===== src/rtl/fpga_cfg_loader.sv =====
// Scan-chain configuration loader: byte handshake in, LSB-first serial
// stream plus generated prog_clk out, fabric held in reset until loaded.
module fpga_cfg_loader #(
    parameter int CHAIN_LEN = 1024,
    parameter int CLK_DIV   = 2
) (
    input  logic       clk,
    input  logic       rst_n,
    input  logic       start,
    input  logic [7:0] in_data,
    input  logic       in_valid,
    output logic       in_ready,
    input  logic       ccff_tail,
    output logic       prog_clk,
    output logic       ccff_head,
    output logic       fabric_rst,
    output logic       busy,
    output logic       done,
    output logic [7:0] tail_byte
);

    localparam int CW = $clog2(CHAIN_LEN + 1);
    localparam int PW = $clog2(2 * CLK_DIV);

    localparam logic [PW-1:0] RISE_AT  = PW'(CLK_DIV - 1);
    localparam logic [PW-1:0] FALL_AT  = PW'(2 * CLK_DIV - 1);
    localparam logic [CW-1:0] LAST_BIT = CW'(CHAIN_LEN - 1);

    typedef enum logic [1:0] {
        IDLE,
        LOAD,
        SHIFT,
        DONE
    } state_t;

    state_t        state;
    logic [7:0]    shreg;
    logic [2:0]    bit_idx;
    logic [PW-1:0] phase;
    logic [CW-1:0] bits_sent;

    always_ff @(posedge clk) begin
        if (!rst_n) begin
            state      <= IDLE;
            shreg      <= '0;
            bit_idx    <= '0;
            phase      <= '0;
            bits_sent  <= '0;
            prog_clk   <= 1'b0;
            ccff_head  <= 1'b0;
            fabric_rst <= 1'b1;
            in_ready   <= 1'b0;
            busy       <= 1'b0;
            done       <= 1'b0;
            tail_byte  <= '0;
        end else begin
            unique case (state)
                IDLE, DONE: begin
                    if (start) begin
                        state      <= LOAD;
                        bits_sent  <= '0;
                        tail_byte  <= '0;
                        fabric_rst <= 1'b1;
                        in_ready   <= 1'b1;
                        busy       <= 1'b1;
                        done       <= 1'b0;
                    end
                end
                LOAD: begin
                    if (in_valid) begin
                        state     <= SHIFT;
                        shreg     <= in_data;
                        ccff_head <= in_data[0];
                        bit_idx   <= '0;
                        phase     <= '0;
                        in_ready  <= 1'b0;
                    end
                end
                SHIFT: begin
                    phase <= phase + 1'b1;
                    // tail is sampled on the same edge prog_clk rises,
                    // i.e. before the fabric shifts its chain
                    if (phase == RISE_AT) begin
                        prog_clk  <= 1'b1;
                        tail_byte <= {ccff_tail, tail_byte[7:1]};
                    end
                    if (phase == FALL_AT) begin
                        prog_clk  <= 1'b0;
                        phase     <= '0;
                        bits_sent <= bits_sent + 1'b1;
                        if (bits_sent == LAST_BIT) begin
                            state      <= DONE;
                            busy       <= 1'b0;
                            done       <= 1'b1;
                            fabric_rst <= 1'b0;
                        end else if (bit_idx == 3'd7) begin
                            state    <= LOAD;
                            in_ready <= 1'b1;
                        end else begin
                            bit_idx   <= bit_idx + 1'b1;
                            shreg     <= shreg >> 1;
                            ccff_head <= shreg[1];
                        end
                    end
                end
                default: state <= IDLE;
            endcase
        end
    end

endmodule


===== config.mk =====
export PLATFORM = sky130hd
export DESIGN_NAME = fpga_cfg_loader
export DESIGN_NICKNAME = d
export VERILOG_FILES = /design/src/rtl/fpga_cfg_loader.sv
export SDC_FILE = /design/constraint.sdc
export NUM_CORES = 1
export LEC_CHECK = 0
export BUFFER_PORTS_ARGS = -buffer_cell sky130_fd_sc_hd__buf_2
export CORE_MARGIN = 1
export CORE_UTILIZATION = 50
export DETAILED_ROUTE_END_ITERATION = 7
export PLACE_DENSITY_LB_ADDON = 0.15
export SYNTH_ARGS = -nofsm -noshare
export SYNTH_HDL_FRONTEND = slang
export SYNTH_SLANG_ARGS = --single-unit

===== constraint.sdc =====
create_clock -name clk -period 2 [get_ports clk]
set_clock_uncertainty 0.15 [all_clocks]
set_input_delay 0.3 -clock clk [delete_from_list [all_inputs] [get_ports clk]]
set_output_delay 0.3 -clock clk [all_outputs]
set_load 0.05 [all_outputs]

==> results of run 1 <==
-- per-layer routing --
layer  share of wire (%)  vias up  track usage (%)
met2                  50       30             38.2
met5                   0        -                0
met3                 3.1        6             5.70
met1                  45      836             27.5
met4                 1.3        0             8.43
li1                    -      844                -
-- critical path: cells and delay by family (launching register included) --
kind                     cells  cell delay, ns
flip-flops                   1            0.36
AND/OR/NAND/NOR              2            0.60
AO/OA/AOI/OAI                2            0.37
adder cells (fa/ha/maj)      1            0.19
buffers and inverters        2            0.23
-- sequential cells by signal (all words and copies together) (netlist names) --
name        count
bits_sent      11
phase           2
shreg           8
bit_idx         3
state           2
done            1
in_ready        1
prog_clk        1
fabric_rst      1
tail_byte       8
busy            1
-- where the power goes --
group	leakage (nW)	switching [mW]	total [mW]	internal (mW)
Combinational	0.520	0.296	0.498	0.203
Sequential	0.316	0.0295	0.858	0.829
Clock	0.0341	0.246	0.409	0.163
Total	0.870	0.571	1.77	1.19
-- cells in the mapped netlist --
cell type	n
o21ai_0	8
a21o_1	2
inv_1	7
xnor2_1	2
inv_2	1
nand4b_1	1
nand2b_1	3
o22ai_1	1
nand2_1	8
nor3b_1	1
mux2i_1	9
a31oi_1	1
clkinv_1	1
a21oi_1	24
o41a_1	1
o211a_1	1
clkbuf_1	5
nand3b_1	1
or4_1	5
or3_1	3
or2b_1	1
nor4b_1	1
and3_1	1
ha_1	7
nor2_1	16
nor2b_1	5
o21a_1	1
a211oi_1	7
o2111ai_1	1
nand4_1	3
buf_4	1
nor4_1	2
or3_4	1
buf_2	1
nor3_1	4
nand3_1	6
a311oi_1	2
o21bai_2	1
nor4_2	1
o31ai_1	6
dfxtp_1	39
a22oi_1	9
xor2_1	1
-- stage by stage --
step	cell area [um2]	setup TNS, ns	setup WS [ns]
2_1_floorplan	1830	0	0.0507
3_3_place_gp	2090	0	0.0517
3_5_place_dp	2090	-0.0822	-0.0272
4_1_cts	2160	0	0.0127
5_1_grt	2230	-0.0740	-0.0421
6_report	2230	0	0.0295
-- cell families (layout without fill, tap and decap cells) --
group	Yosys count	count (layout)	share of synthesized area [%]
xor gates and xnor gates	3	3	1.45
muxes	9	9	4.96
and+or+nand+nor	63	63	19.1
buffers and inverters	16	61	3.58
adders and majority gates	7	7	4.82
AOI/OAI and AO/OA	65	65	23.1
DFF	39	39	43.0
-- what timing repair did --
item | in CTS | in global routing
setup endpoints to repair | 11 | 16
buffers inserted | 1 | 4
pin swaps | 1 | 5
gates resized for setup | 2 | 8
-- worst max path at each step --
stage | from | endpoint | cells after the start | slack, ns
6_report | state[0] | in_ready | 7 | 0.03
5_1_grt | state[1] | in_ready | 6 | -0.04
4_1_cts | state[0] | bits_sent[9] | 6 | 0.01
3_5_place_dp | state[0] | in_ready | 6 | -0.03
3_3_place_gp | state[0] | in_ready | 6 | 0.05
2_1_floorplan | state[0] | bits_sent[7] | 6 | 0.05
-- cell type report --
| cell class | instances | area (um2) |
|---|---|---|
| well taps | 46 | 57.6 |
| inverters | 9 | 33.8 |
| multi-input cells | 147 | 1030 |
| clock buffers | 6 | 51.3 |
| clock inverters | 1 | 5.00 |
| repair buffers | 45 | 277 |
| flip-flops and latches | 39 | 782 |
| fillers | 295 | 1180 |
==> metrics.cfg, run 1 <==
[routing]
drc = 0
via_per_inst = 5.86
wirelength_um = 4340
num_vias = 1716
first_pass_iters = 5
drt_iter0_markers = 114
routedWlPerCell_um = 14.8
ant_nets = 0

[timing]
finalCritPeriodShare_pct = 98.5
setup_violations = 0
timing.hold.ws_ns = 0.0476
period_minus_slack_ns = 1.97
tightestPinTransition_ns = 0.509
relSlewSlack_pct = 66.0
slew_violations = 0
finalHoldViolations = 0
max_freq_mhz = 507

[worst_hold_path]
min_from = ccff_tail
whs_path_depth = 3
worstHoldEndpoint = tail_byte[7]
hold_class = in -> reg

[finish]
final_common_cell = dfxtp_1
final_cell_mix = dfxtp_1 (38), buf_2 (26), a21oi_1 (24), buf_4 (18), nor2_1 (16)
final_core_utilization_pct = 65.4
antenna_cells = 0
drive_above_1_share_pct = 26.7
fin_cells = 293
final_net_count = 267
synthToLayoutAreaGrowth_pct = 22.9

[floorplan]
rows = 21
die_area_um2 = 3880
io_pins = 27
chipHeight_um = 62.3
die_w_um = 62.3
core_area_um2 = 3420
start_util_pct = 53.2

[yosys]
yosys.area.top_type = dfxtp_1
yosys_warnings = 0
syn_area_per_cell_um2 = 8.99
synth_cells = 202
synth_top_area_share_pct = 43.0
netlist_area_um2 = 1820
synth_seq_cells = 39
synth_area_leaders = dfxtp_1 (43%), a21oi_1 (6.6%), mux2i_1 (5.0%)
synth_fp_nets = 222
seq_area_frac_synth_pct = 43.0
yosysUniqueCellTypes = 43

[grt]
grt_pass1_wl_um = 6940
grt_pass1_vias = 1576
grt.overflow.total = 0
antenna_found_initial = 0
grt_use_total_pct = 22.6
grt_max_degree = 29

[worst_setup_path]
max_stage_delay_ns = 0.45
critical_path_peak_fanout = 7
timing.rr.start = state[0]
crit_path_start_kind = flop
arrival_ns = 2.08
path_cells = inv_1, ha_4, nor2b_1, buf_4, nor4_1, a21oi_1, a311oi_1
crit_type = reg -> reg
required_ns = 2.11
slowest_stage = nor4_1
reg2reg_to = in_ready
ff2ff_path_depth = 7
crit_path_end_kind = flop
rrSetupSlack_ns = 0.03

[clock_network]
cts_buffers = 5
clk_path_buf_depth = 2
htreeDepth = 2
clk_pin_slew_worst_paths_ns = 0.11
clockRootBuffer = clkbuf_4
cts_sinks = 39
cts_tree = yes
postCtsHoldBufs = 0
clock_latency_ns = 0.34

[place]
dp_hpwl_um = 2990
port_buffers = 26
gp_congestion = 0.838
place_inst = 281

[power_and_ir_drop]
peakVddDrop_v = 0.000532
p_per_area_nw_per_um2 = 790
leakage_nw = 0.870
p_total_mw = 1.77

[status]
status = complete, no violations

[job]
cap_violations = 0

Note: power is estimated with default switching activity, not from simulation.
==> run 2: changes to the inputs <==
Settings changed: BUFFER_PORTS_ARGS -buffer_cell sky130_fd_sc_hd__buf_2 to unset, CORE_UTILIZATION 50 to 56, DONT_BUFFER_PORTS set to 1.
==> metrics.cfg, run 2 (same netlist as run 1, synthesis figures left out) <==
[status]
status = finished with violations
violations = negative setup slack

[floorplan]
io_pins = 27  ; unchanged
die_area_um2 = 3480  ; -10%
start_util_pct = 59.5  ; +6.3 points
die_w_um = 59.0  ; -5.3%
rows = 20  ; -4.8%
core_area_um2 = 3050  ; -11%
chipHeight_um = 59.0  ; -5.3%

[worst_setup_path]
arrival_ns = 2.12  ; +0.04 ns
critical_path_peak_fanout = 7  ; unchanged
slowest_stage = or3_4
ff2ff_path_depth = 7  ; unchanged
required_ns = 2.10  ; about the same
rrSetupSlack_ns = -0.02  ; -0.05 ns
crit_path_start_kind = flop
reg2reg_to = bits_sent[9]
path_cells = inv_2, ha_4, mux2i_2, or3_4, buf_4, o31ai_1, a21oi_2
max_stage_delay_ns = 0.38  ; -0.07 ns
critPathBufInv = 2  ; unchanged
crit_family = compound AO/OA/AOI/OAI gates
crit_path_end_kind = flop
crit_type = reg -> reg
timing.rr.start = state[0]

[job]
cap_violations = 0  ; unchanged

[finish]
final_core_utilization_pct = 71.7  ; +6.3 points
final_cell_mix = dfxtp_1 (38), a21oi_1 (20), buf_4 (18), nor2_1 (16)
regMostFlops = bits_sent
antenna_cells = 0  ; unchanged
largestRegisters = bits_sent (11), shreg (8), tail_byte (8)
drive_above_1_share_pct = 21.5  ; -5.2 points
synthToLayoutAreaGrowth_pct = 20.5
final_common_cell = dfxtp_1
final_net_count = 247  ; -7.5%
largest_reg_flops = 11  ; unchanged

[clock_network]
clk_path_buf_depth = 2  ; unchanged
clockRootBuffer = clkbuf_4
htreeDepth = 2  ; unchanged
cts_buffers = 5  ; unchanged
cts_sinks = 39  ; unchanged
cts_tree = yes
clock_latency_ns = 0.36  ; +0.02 ns
clk_pin_slew_worst_paths_ns = 0.12  ; about the same

[grt]
antenna_found_initial = 0  ; unchanged
grt.overflow.total = 0  ; unchanged
grt_pass1_vias = 1554  ; -1.4%
grt_use_total_pct = 27.6  ; +5.0 points
grt_max_degree = 29  ; unchanged
grt_pass1_wl_um = 7100  ; +2.3%

[routing]
num_vias = 1642  ; -4.3%
route.met2.wl_um = 2190  ; +0.18%
wl_met3_um = 194  ; +45%
ant_nets = 0  ; unchanged
wirelength_met1_um = 1950  ; -0.66%
drt_iter0_markers = 105  ; -7.9%
wirelength_um = 4420  ; +1.9%
first_pass_iters = 4  ; -1
top_layer = met4
drc = 0  ; unchanged
via_per_inst = 6.04  ; +3.1%
routedWlPerCell_um = 16.2  ; +9.7%

[place]
port_buffers = 0  ; -100%
gp_congestion = 0.852  ; +1.7%
dp_hpwl_um = 3060  ; +2.1%

[timing]
slew_violations = 0  ; unchanged
finalHoldViolations = 0  ; unchanged
max_freq_mhz = 495  ; -2.4%
rsz0062_at_grt = true
finalCritPeriodShare_pct = 101  ; +2.5 points
setup_violations = 1  ; +1
tightestPinTransition_ns = 0.567  ; +0.0582 ns
worst_slack_ns = -0.0198  ; -0.0492 ns
relSlewSlack_pct = 62.1  ; -3.9 points
period_minus_slack_ns = 2.02  ; +0.0492 ns

[power_and_ir_drop]
power.internal_mw = 1.15  ; -3.8%
p_switching_mw = 0.571  ; about the same
power_frac_comb_pct = 23.9  ; -4.3 points
switching_share_pct = 33.2  ; +0.84 points
p_per_area_nw_per_um2 = 786  ; -0.60%
pwr-share-clk_pct = 23.1  ; about the same
peakVddDrop_v = 0.000549  ; +3.3%
p_seq_share_pct = 53.0  ; +4.4 points
p_total_mw = 1.72  ; -2.6%
leakage_nw = 0.753  ; -14%

[worst_hold_path]
min_from = in_data[1]
hold_class = in -> reg
worstHoldEndpoint = shreg[1]
whs_path_depth = 2  ; -1

run 2: changes by cell type in the layout (fill, tap and decap cells not counted), sizes merged:
cell and change:
buf -26, clkinvlp +1, dlygate4sd3 +6
run 2: power by group through the flow:
stage | Sequential (mW) | Clock, mW | Combinational (mW)
6_report | 0.912 | 0.396 | 0.411
5_1_grt | 0.916 | 0.435 | 0.452
4_1_cts | 0.910 | 0.401 | 0.379
3_5_place_dp | 0.926 | 0 | 0.359
3_3_place_gp | 0.922 | 0 | 0.344
2_1_floorplan | 0.916 | 0 | 0.270
run 2: metal layers:
layer,GRT usage [%],vias up
met3,6.81,8
li1,-,800
met5,0,-
met2,42.9,49
met1,34.8,785
met4,15.6,0
run 2: repair_timing:
action                                  4_1_cts  5_1_grt
pin swaps                                     2        4
hold buffers                                  5        1
endpoints found under the setup margin        6       19
buffers inserted                              3        2
gates resized for setup                       5       15
hold endpoints to repair                      4        1
run 2: worst max-delay path by stage:
stage,startpoint,to,cells after the start
CTS,bits_sent[3],state[0],5
finish,state[0],bits_sent[9],7
detailed placement,state[0],bits_sent[8],7
global placement,state[0],bits_sent[7],6
global route,state[0],bits_sent[9],7
floorplan,state[0],bits_sent[7],6
run 2: per-stage QoR:
step	area, um2	instances	setup TNS, ns	worst slack (ns)	hold WS (ns)
after floorplan	1830	202	0	0.0507	0.283
after global placement	1960	253	0	0.0620	0.285
after detailed placement	1960	253	-0.00115	-0.00115	0.299
after CTS	2100	269	0	0.00559	0.00927
after global routing	2190	272	-0.0959	-0.0852	0.0389
final	2190	272	-0.0198	-0.0198	0.0260
run 2: layout make-up:
type	instances	area, um2
Clock buffer	6	41.3
Clock inverter	2	12.5
Fill cell	250	865
Inverter	9	33.8
Multi-Input combinational cell	147	1060
Sequential cell	39	782
Tap cell	44	55.1
Timing Repair Buffer	25	206
run 2: worst reg2reg max path: stages, from the launching register on:
cell	delay, ns
dfxtp_2	0.37
inv_2	0.05
ha_4	0.26
mux2i_2	0.16
or3_4	0.38
buf_4	0.15
o31ai_1	0.31
a21oi_2	0.10
